===== src/rtl/viterbi_pkg.sv =====
// rtl/viterbi_pkg.sv - shared constants and trellis helpers for the K=3 rate-1/2 Viterbi codec
package viterbi_pkg;
    localparam int K            = 3;
    localparam logic [K-1:0] G1 = 3'b111;
    localparam logic [K-1:0] G0 = 3'b101;
    localparam int TB_DEPTH_DEF = 16;
    localparam int PM_W_DEF     = 8;
    localparam int PM_INIT      = 16;

    // Symbol emitted when input d is shifted into encoder state s; shared by encoder and trellis
    function automatic logic [1:0] branch_sym(input logic [K-2:0] s, input logic d);
        logic [K-1:0] r;
        r = {d, s};
        return {^(r & G1), ^(r & G0)};
    endfunction

    function automatic logic [1:0] hamming2(input logic [1:0] a, input logic [1:0] b);
        logic [1:0] x;
        x = a ^ b;
        return {1'b0, x[1]} + {1'b0, x[0]};
    endfunction
endpackage


===== src/rtl/viterbi_codec_if.sv =====
// rtl/viterbi_codec_if.sv - encoder/decoder symbol signals of the Viterbi codec
interface viterbi_codec_if;
    logic       enc_enable_i;
    logic       enc_d_in;
    logic       enc_valid_o;
    logic [1:0] enc_d_out;
    logic       dec_enable;
    logic [1:0] dec_d_in;
    logic       dec_d_out;

    modport master (
        output enc_enable_i, enc_d_in, dec_enable, dec_d_in,
        input  enc_valid_o, enc_d_out, dec_d_out
    );

    modport slave (
        input  enc_enable_i, enc_d_in, dec_enable, dec_d_in,
        output enc_valid_o, enc_d_out, dec_d_out
    );
endinterface


===== src/rtl/conv_encoder.sv =====
// rtl/conv_encoder.sv - rate 1/2 K=3 convolutional encoder (g=7,5)
module conv_encoder
    import viterbi_pkg::*;
(
    input  logic       clk,
    input  logic       rst,
    input  logic       enable,
    input  logic       d,
    output logic       valid,
    output logic [1:0] d_out
);
    logic [K-2:0] s;

    always_ff @(posedge clk) begin
        if (!rst) begin
            s     <= '0;
            d_out <= '0;
            valid <= 1'b0;
        end else begin
            valid <= enable;
            if (enable) begin
                d_out <= branch_sym(s, d);
                s     <= {d, s[K-2:1]};
            end
        end
    end
endmodule


===== src/rtl/viterbi_codec.sv =====
// rtl/viterbi_codec.sv - convolutional encoder plus 4-state register-exchange Viterbi decoder
module viterbi_codec
    import viterbi_pkg::*;
#(
    parameter int TB_DEPTH = TB_DEPTH_DEF,
    parameter int PM_W     = PM_W_DEF
) (
    input  logic            clk,
    input  logic            rst,
    viterbi_codec_if.slave  bus
);
    logic [PM_W-1:0]     pm   [4];
    logic [TB_DEPTH-1:0] surv [4];
    logic                dec_q;

    logic [PM_W:0] raw [4];
    logic [1:0]    win [4];
    logic [PM_W:0] c0, c1, min_pm;
    logic [1:0]    best;

    conv_encoder u_enc (
        .clk    (clk),
        .rst    (rst),
        .enable (bus.enc_enable_i),
        .d      (bus.enc_d_in),
        .valid  (bus.enc_valid_o),
        .d_out  (bus.enc_d_out)
    );

    // Next state {d,b} is reached from {b,0} or {b,1}; {b,0} wins ties
    always_comb begin
        raw    = '{default: '0};
        win    = '{default: '0};
        c0     = '0;
        c1     = '0;
        min_pm = '0;
        best   = '0;
        for (int i = 0; i < 4; i++) begin
            c0 = (PM_W+1)'(pm[{i[0], 1'b0}])
               + (PM_W+1)'(hamming2(bus.dec_d_in, branch_sym({i[0], 1'b0}, i[1])));
            c1 = (PM_W+1)'(pm[{i[0], 1'b1}])
               + (PM_W+1)'(hamming2(bus.dec_d_in, branch_sym({i[0], 1'b1}, i[1])));
            if (c1 < c0) begin
                raw[i] = c1;
                win[i] = {i[0], 1'b1};
            end else begin
                raw[i] = c0;
                win[i] = {i[0], 1'b0};
            end
        end
        min_pm = raw[0];
        for (int i = 1; i < 4; i++) begin
            if (raw[i] < min_pm) begin
                min_pm = raw[i];
                best   = 2'(i);
            end
        end
    end

    // New MSB of the best survivor is the old survivor's next-to-top bit
    always_ff @(posedge clk) begin
        if (!rst) begin
            for (int i = 0; i < 4; i++) begin
                pm[i]   <= (i == 0) ? '0 : PM_W'(PM_INIT);
                surv[i] <= '0;
            end
            dec_q <= 1'b0;
        end else if (bus.dec_enable) begin
            for (int i = 0; i < 4; i++) begin
                pm[i]   <= PM_W'(raw[i] - min_pm);
                surv[i] <= {surv[win[i]][TB_DEPTH-2:0], i[1]};
            end
            dec_q <= surv[win[best]][TB_DEPTH-2];
        end
    end

    assign bus.dec_d_out = dec_q;
endmodule


===== src/flat_wrapper.sv =====
// flat-port wrapper written by rule: the top's interface ports become plain ports
module viterbi_codec_flat import viterbi_pkg::*;
#(
    parameter int TB_DEPTH = TB_DEPTH_DEF,
    parameter int PM_W     = PM_W_DEF
)
  (clk, rst, bus_enc_enable_i, bus_enc_d_in, bus_dec_enable, bus_dec_d_in, bus_enc_valid_o, bus_enc_d_out, bus_dec_d_out);
  viterbi_codec_if bus_i ();
  input  logic clk;
  input  logic rst;
  input wire logic [$bits(bus_i.enc_enable_i)-1:0] bus_enc_enable_i;
  input wire logic [$bits(bus_i.enc_d_in)-1:0] bus_enc_d_in;
  input wire logic [$bits(bus_i.dec_enable)-1:0] bus_dec_enable;
  input wire logic [$bits(bus_i.dec_d_in)-1:0] bus_dec_d_in;
  output wire logic [$bits(bus_i.enc_valid_o)-1:0] bus_enc_valid_o;
  output wire logic [$bits(bus_i.enc_d_out)-1:0] bus_enc_d_out;
  output wire logic [$bits(bus_i.dec_d_out)-1:0] bus_dec_d_out;
  assign bus_i.enc_enable_i = bus_enc_enable_i;
  assign bus_i.enc_d_in = bus_enc_d_in;
  assign bus_i.dec_enable = bus_dec_enable;
  assign bus_i.dec_d_in = bus_dec_d_in;
  assign bus_enc_valid_o = bus_i.enc_valid_o;
  assign bus_enc_d_out = bus_i.enc_d_out;
  assign bus_dec_d_out = bus_i.dec_d_out;
  viterbi_codec #(.TB_DEPTH(TB_DEPTH), .PM_W(PM_W)) u_core (.clk(clk), .rst(rst), .bus(bus_i));
endmodule

===== config.mk =====
export PLATFORM = sky130hd
export DESIGN_NAME = viterbi_codec_flat
export DESIGN_NICKNAME = d
export VERILOG_FILES = /design/src/rtl/viterbi_pkg.sv /design/src/rtl/viterbi_codec_if.sv /design/src/rtl/conv_encoder.sv /design/src/rtl/viterbi_codec.sv /design/src/flat_wrapper.sv
export SDC_FILE = /design/constraint.sdc
export NUM_CORES = 1
export LEC_CHECK = 0
export CAP_MARGIN = 30
export CORE_MARGIN = 5
export CORE_UTILIZATION = 45
export CTS_CLUSTER_DIAMETER = 40
export DETAILED_ROUTE_END_ITERATION = 7
export SLEW_MARGIN = 0
export SYNTH_ARGS = -nofsm -noshare
export SYNTH_HDL_FRONTEND = slang
export SYNTH_HIERARCHICAL = 1
export SYNTH_SLANG_ARGS = --single-unit
export TNS_END_PERCENT = 5

===== constraint.sdc =====
create_clock -name clk -period 44.7 [get_ports clk]
set_input_delay 11.175 -clock clk [delete_from_list [all_inputs] [get_ports clk]]
set_output_delay 11.175 -clock clk [all_outputs]
set_load 0.01 [all_outputs]

==> results list <==
- Sorting the synthesized cells by area gives the leading types as sky130_fd_sc_hd__edfxtp_1 (29%), sky130_fd_sc_hd__ha_1 (11%), sky130_fd_sc_hd__mux2i_1 (9.8%).
- Crit start category: primary input
- Timing analysis after detailed placement gives a worst setup slack of 20.39 ns.
- Counting flops with a built-in enable in the synthesized netlist gives 87.
- Counting flops and latches in the post-synthesis netlist gives 94.
- 0 antenna diodes ended up in the layout.
- The first global-routing pass estimated 36.3 mm of wire.
- After synthesis the cells add up to 9000 um^2.
- The largest individual stage delay along the critical path comes from the cell sky130_fd_sc_hd__clkdlybuf4s50_1.
- Antenna viol nets, final: 0
- Synthesized instance count: 983
- The startpoint identified for the worst register-to-register timing path is u_core/pm[0][0]$_SDFFCE_PN0P_.
* Total negative slack: 0 ns
- Final worst-path cycle share: 54.4%
- DRC Markers: 0
- The top cell type by area accounts for 29.0% of the synthesized area.
* Grt total ovfl: 0
- Clock transition at the registers of the reported paths: 0.08 ns
- Resized Gates After CTS: 0
- Share of async-settable or async-resettable flops after synthesis: 0%
- Start point of the critical path: bus_dec_d_in[0]
- RSZ-0062 raised after global routing: no
- Type of the worst min-delay path: flop to flop
- Chip width: 151 um
* Maximum buffer depth of the clock tree: 2
* Quantity of I/O buffers inserted on ports: 10
- Number of placement rows: 51
- Max Clock Freq: 41.1 MHz
* CTS tree: built
- Vias in the first global route: 6740
- Crit end category: flop
* Arr. time, crit path: 24.44 ns
- Main synth FF type: sky130_fd_sc_hd__edfxtp_1
- Counting I/O delays and the setup requirement, the final critical path takes 24.34 ns.
- Largest incremental delay on the critical path: 0.56 ns
- Number of buffers inserted by hold repair at cts: 0
- At the end of the flow the core is filled with cells to 49.2%.
- Detailed placement ended at an HPWL of 17.9 mm.
- Yosys mapped the design onto 92 distinct sky130hd cell types.
* Status: complete, no violations
- After floorplanning, the core was sized to cover 19600 um^2.
- Final Max Tran Viols: 0
* Clock net sink count: 94
* Final Routed Wirelength: 23.2 mm
- Area of the die: 22900 um^2
- Max_cap viols: 0
- Of all cell types, the one taking the most synthesized area is sky130_fd_sc_hd__edfxtp_1.
- The die is 151 um tall.
* Startpoint of the tightest hold check path: u_core/u_enc/d_out[0]$_SDFFE_PN0P_
- The first detailed-routing pass ran for 5 iterations.
- Relative to the synthesized area, the layout overhead comes to 7.09%.
- Number of buffers added by the clock tree synthesis step: 9
- For this block, the initial DRC count from the detailed router was 432.
* CP Class: primary input to flop
* Clock network latency to the later pin of the worst-skew pair: 0.36 ns
- Post-CTS timing repair inserted 0 buffers for setup.
- Least-Margin Pin Slew: 1.02 ns
- Final net count: 1058
- The worst path meets setup with 20.36 ns of slack.
- I/O pin cnt: 11
* Sequential element share of the synthesized area: 30.6%
- The number of failing hold endpoints at the final stage was 0.
- Final setup violation count: 0
* Number of antenna violations at the first check in global routing: 0
- CTS placed an instance of sky130_fd_sc_hd__clkbuf_16 at the clock tree root.
- Drt wl/cell: 18.6 um
- The worst pin sits at a relative slew slack of 31.0%.
* Share of cells above drive strength 1: 6.85%
- Required arrival time at the worst endpoint: 44.80 ns
* Avg Cell Area, Syn: 9.16 um^2
* Total number of vias: 7127
- Placer Congestion: 0.901
- For this configuration, the core starts out at a cell density of 46.0%.
* Maximum fanout along the worst path: 20
* Largest net degree at the start of global routing: 76
- Combined global-route utilization of all metal layers: 20.5%
- Yosys printed 6 warnings.
* Worst Clk Skew: 0.0158 ns
* H-tree depth reported by CTS: 3
- Via-per-instance ratio: 5.73
- Synthesis produced a netlist with a net count of 1068.
==> worst max-delay path: cells and delay by family <==
kind / cells / cell delay (ns)
compound gates: 24 / 5.65
mux: 2 / 0.60
buf+inv: 5 / 1.27
fa+ha+maj: 8 / 2.42
xor+xnor: 1 / 0.32
simple gates: 15 / 2.99
==> cell usage after synthesis (all sizes together), types with 4 or more instances <==
cell	count
a211o	6
a211oi	7
a21boi	5
a21o	18
a21oi	47
a221oi	5
a31oi	4
and2	10
and3	19
buf	20
clkbuf	19
dfxtp	7
edfxtp	87
ha	78
inv	59
maj3	10
mux2	4
mux2i	90
nand2	76
nand2b	11
nand3	14
nand3b	6
nand4	12
nor2	120
nor2b	18
nor3	15
o2111ai	4
o211ai	5
o21a	11
o21ai	45
or2	4
or4	5
xnor2	56
xor2	31
==> worst paths after layout <==
check | to | slack (ns) | cells after the start
setup / recovery | u_core/pm[3][7]$_SDFFCE_PN0P_ | 20.36 | 55
setup reg to reg | u_core/pm[3][7]$_SDFFCE_PN0P_ | 31.83 | 52
hold reg to reg | u_core/u_enc/d_out[0]$_SDFFE_PN0P_ | 0.48 | 1
hold / removal | u_core/u_enc/d_out[0]$_SDFFE_PN0P_ | 0.48 | 1
==> registers in the layout, indices dropped and copies added, names as in the netlist <==
name,count
u_core/u_enc/d_out,2
u_core/pm,32
u_core/bus.dec_d_out,1
u_core/surv,56
u_core/u_enc/valid,1
u_core/u_enc/s,2
==> through the flow <==
step / hold WS (ns) / std cells / area (um^2)
after floorplan: 0.461 / 983 / 9000
after global routing: 0.506 / 1243 / 9640
final: 0.484 / 1243 / 9640
after global placement: 0.464 / 1225 / 9310
after detailed placement: 0.467 / 1227 / 9330
after CTS: 0.485 / 1243 / 9640
==> placed cells by master (no fill, tap or decap), types with 11 or more instances in the layout <==
cell type	instances
sky130_fd_sc_hd__nand3_1	14
sky130_fd_sc_hd__a21o_1	17
sky130_fd_sc_hd__o21ai_0	37
sky130_fd_sc_hd__xnor2_1	56
sky130_fd_sc_hd__inv_1	59
sky130_fd_sc_hd__ha_1	78
sky130_fd_sc_hd__nand2_1	74
sky130_fd_sc_hd__a21oi_1	43
sky130_fd_sc_hd__nand4_1	11
sky130_fd_sc_hd__o21a_1	11
sky130_fd_sc_hd__mux2i_1	88
sky130_fd_sc_hd__and3_1	19
sky130_fd_sc_hd__nor3_1	13
sky130_fd_sc_hd__nor2_1	117
sky130_fd_sc_hd__nor2b_1	18
sky130_fd_sc_hd__xor2_1	31
sky130_fd_sc_hd__edfxtp_1	87
==> area by class of cell <==
| type | instances | area, um^2 |
|---|---|---|
| clock buffers | 9 | 225 |
| clock inverters | 7 | 91.3 |
| fillers | 1906 | 9950 |
| inverters | 59 | 221 |
| multi-input cells | 791 | 5860 |
| flip-flops and latches | 94 | 2750 |
| well taps | 265 | 332 |
| repair buffers | 18 | 160 |
==> cell families (layout without fill, tap and decap cells) <==
group | count (synthesis) | after routing | synth area share, %
AOI/OAI and AO/OA | 201 | 201 | 16.2
and+or+nand+nor | 321 | 321 | 17.4
xor gates and xnor gates | 87 | 87 | 8.46
muxes | 94 | 94 | 10.7
buffers and inverters | 98 | 93 | 4.71
adders and majority gates | 88 | 88 | 12.0
DFF | 94 | 94 | 30.6
==> per-layer routing <==
| metal | part of all wire, % | GRT usage [%] | vias to the layer above |
|---|---|---|---|
| li1 | - | - | 3545 |
| met1 | 47 | 27.5 | 3369 |
| met2 | 45 | 32.8 | 164 |
| met3 | 4.5 | 3.84 | 49 |
| met4 | 3.8 | 8.34 | 0 |
| met5 | 0 | 0 | - |
Power is left out: the tool's default activity adds up to more than one toggle a clock period on the data nets, which glitch-free logic cannot reach.
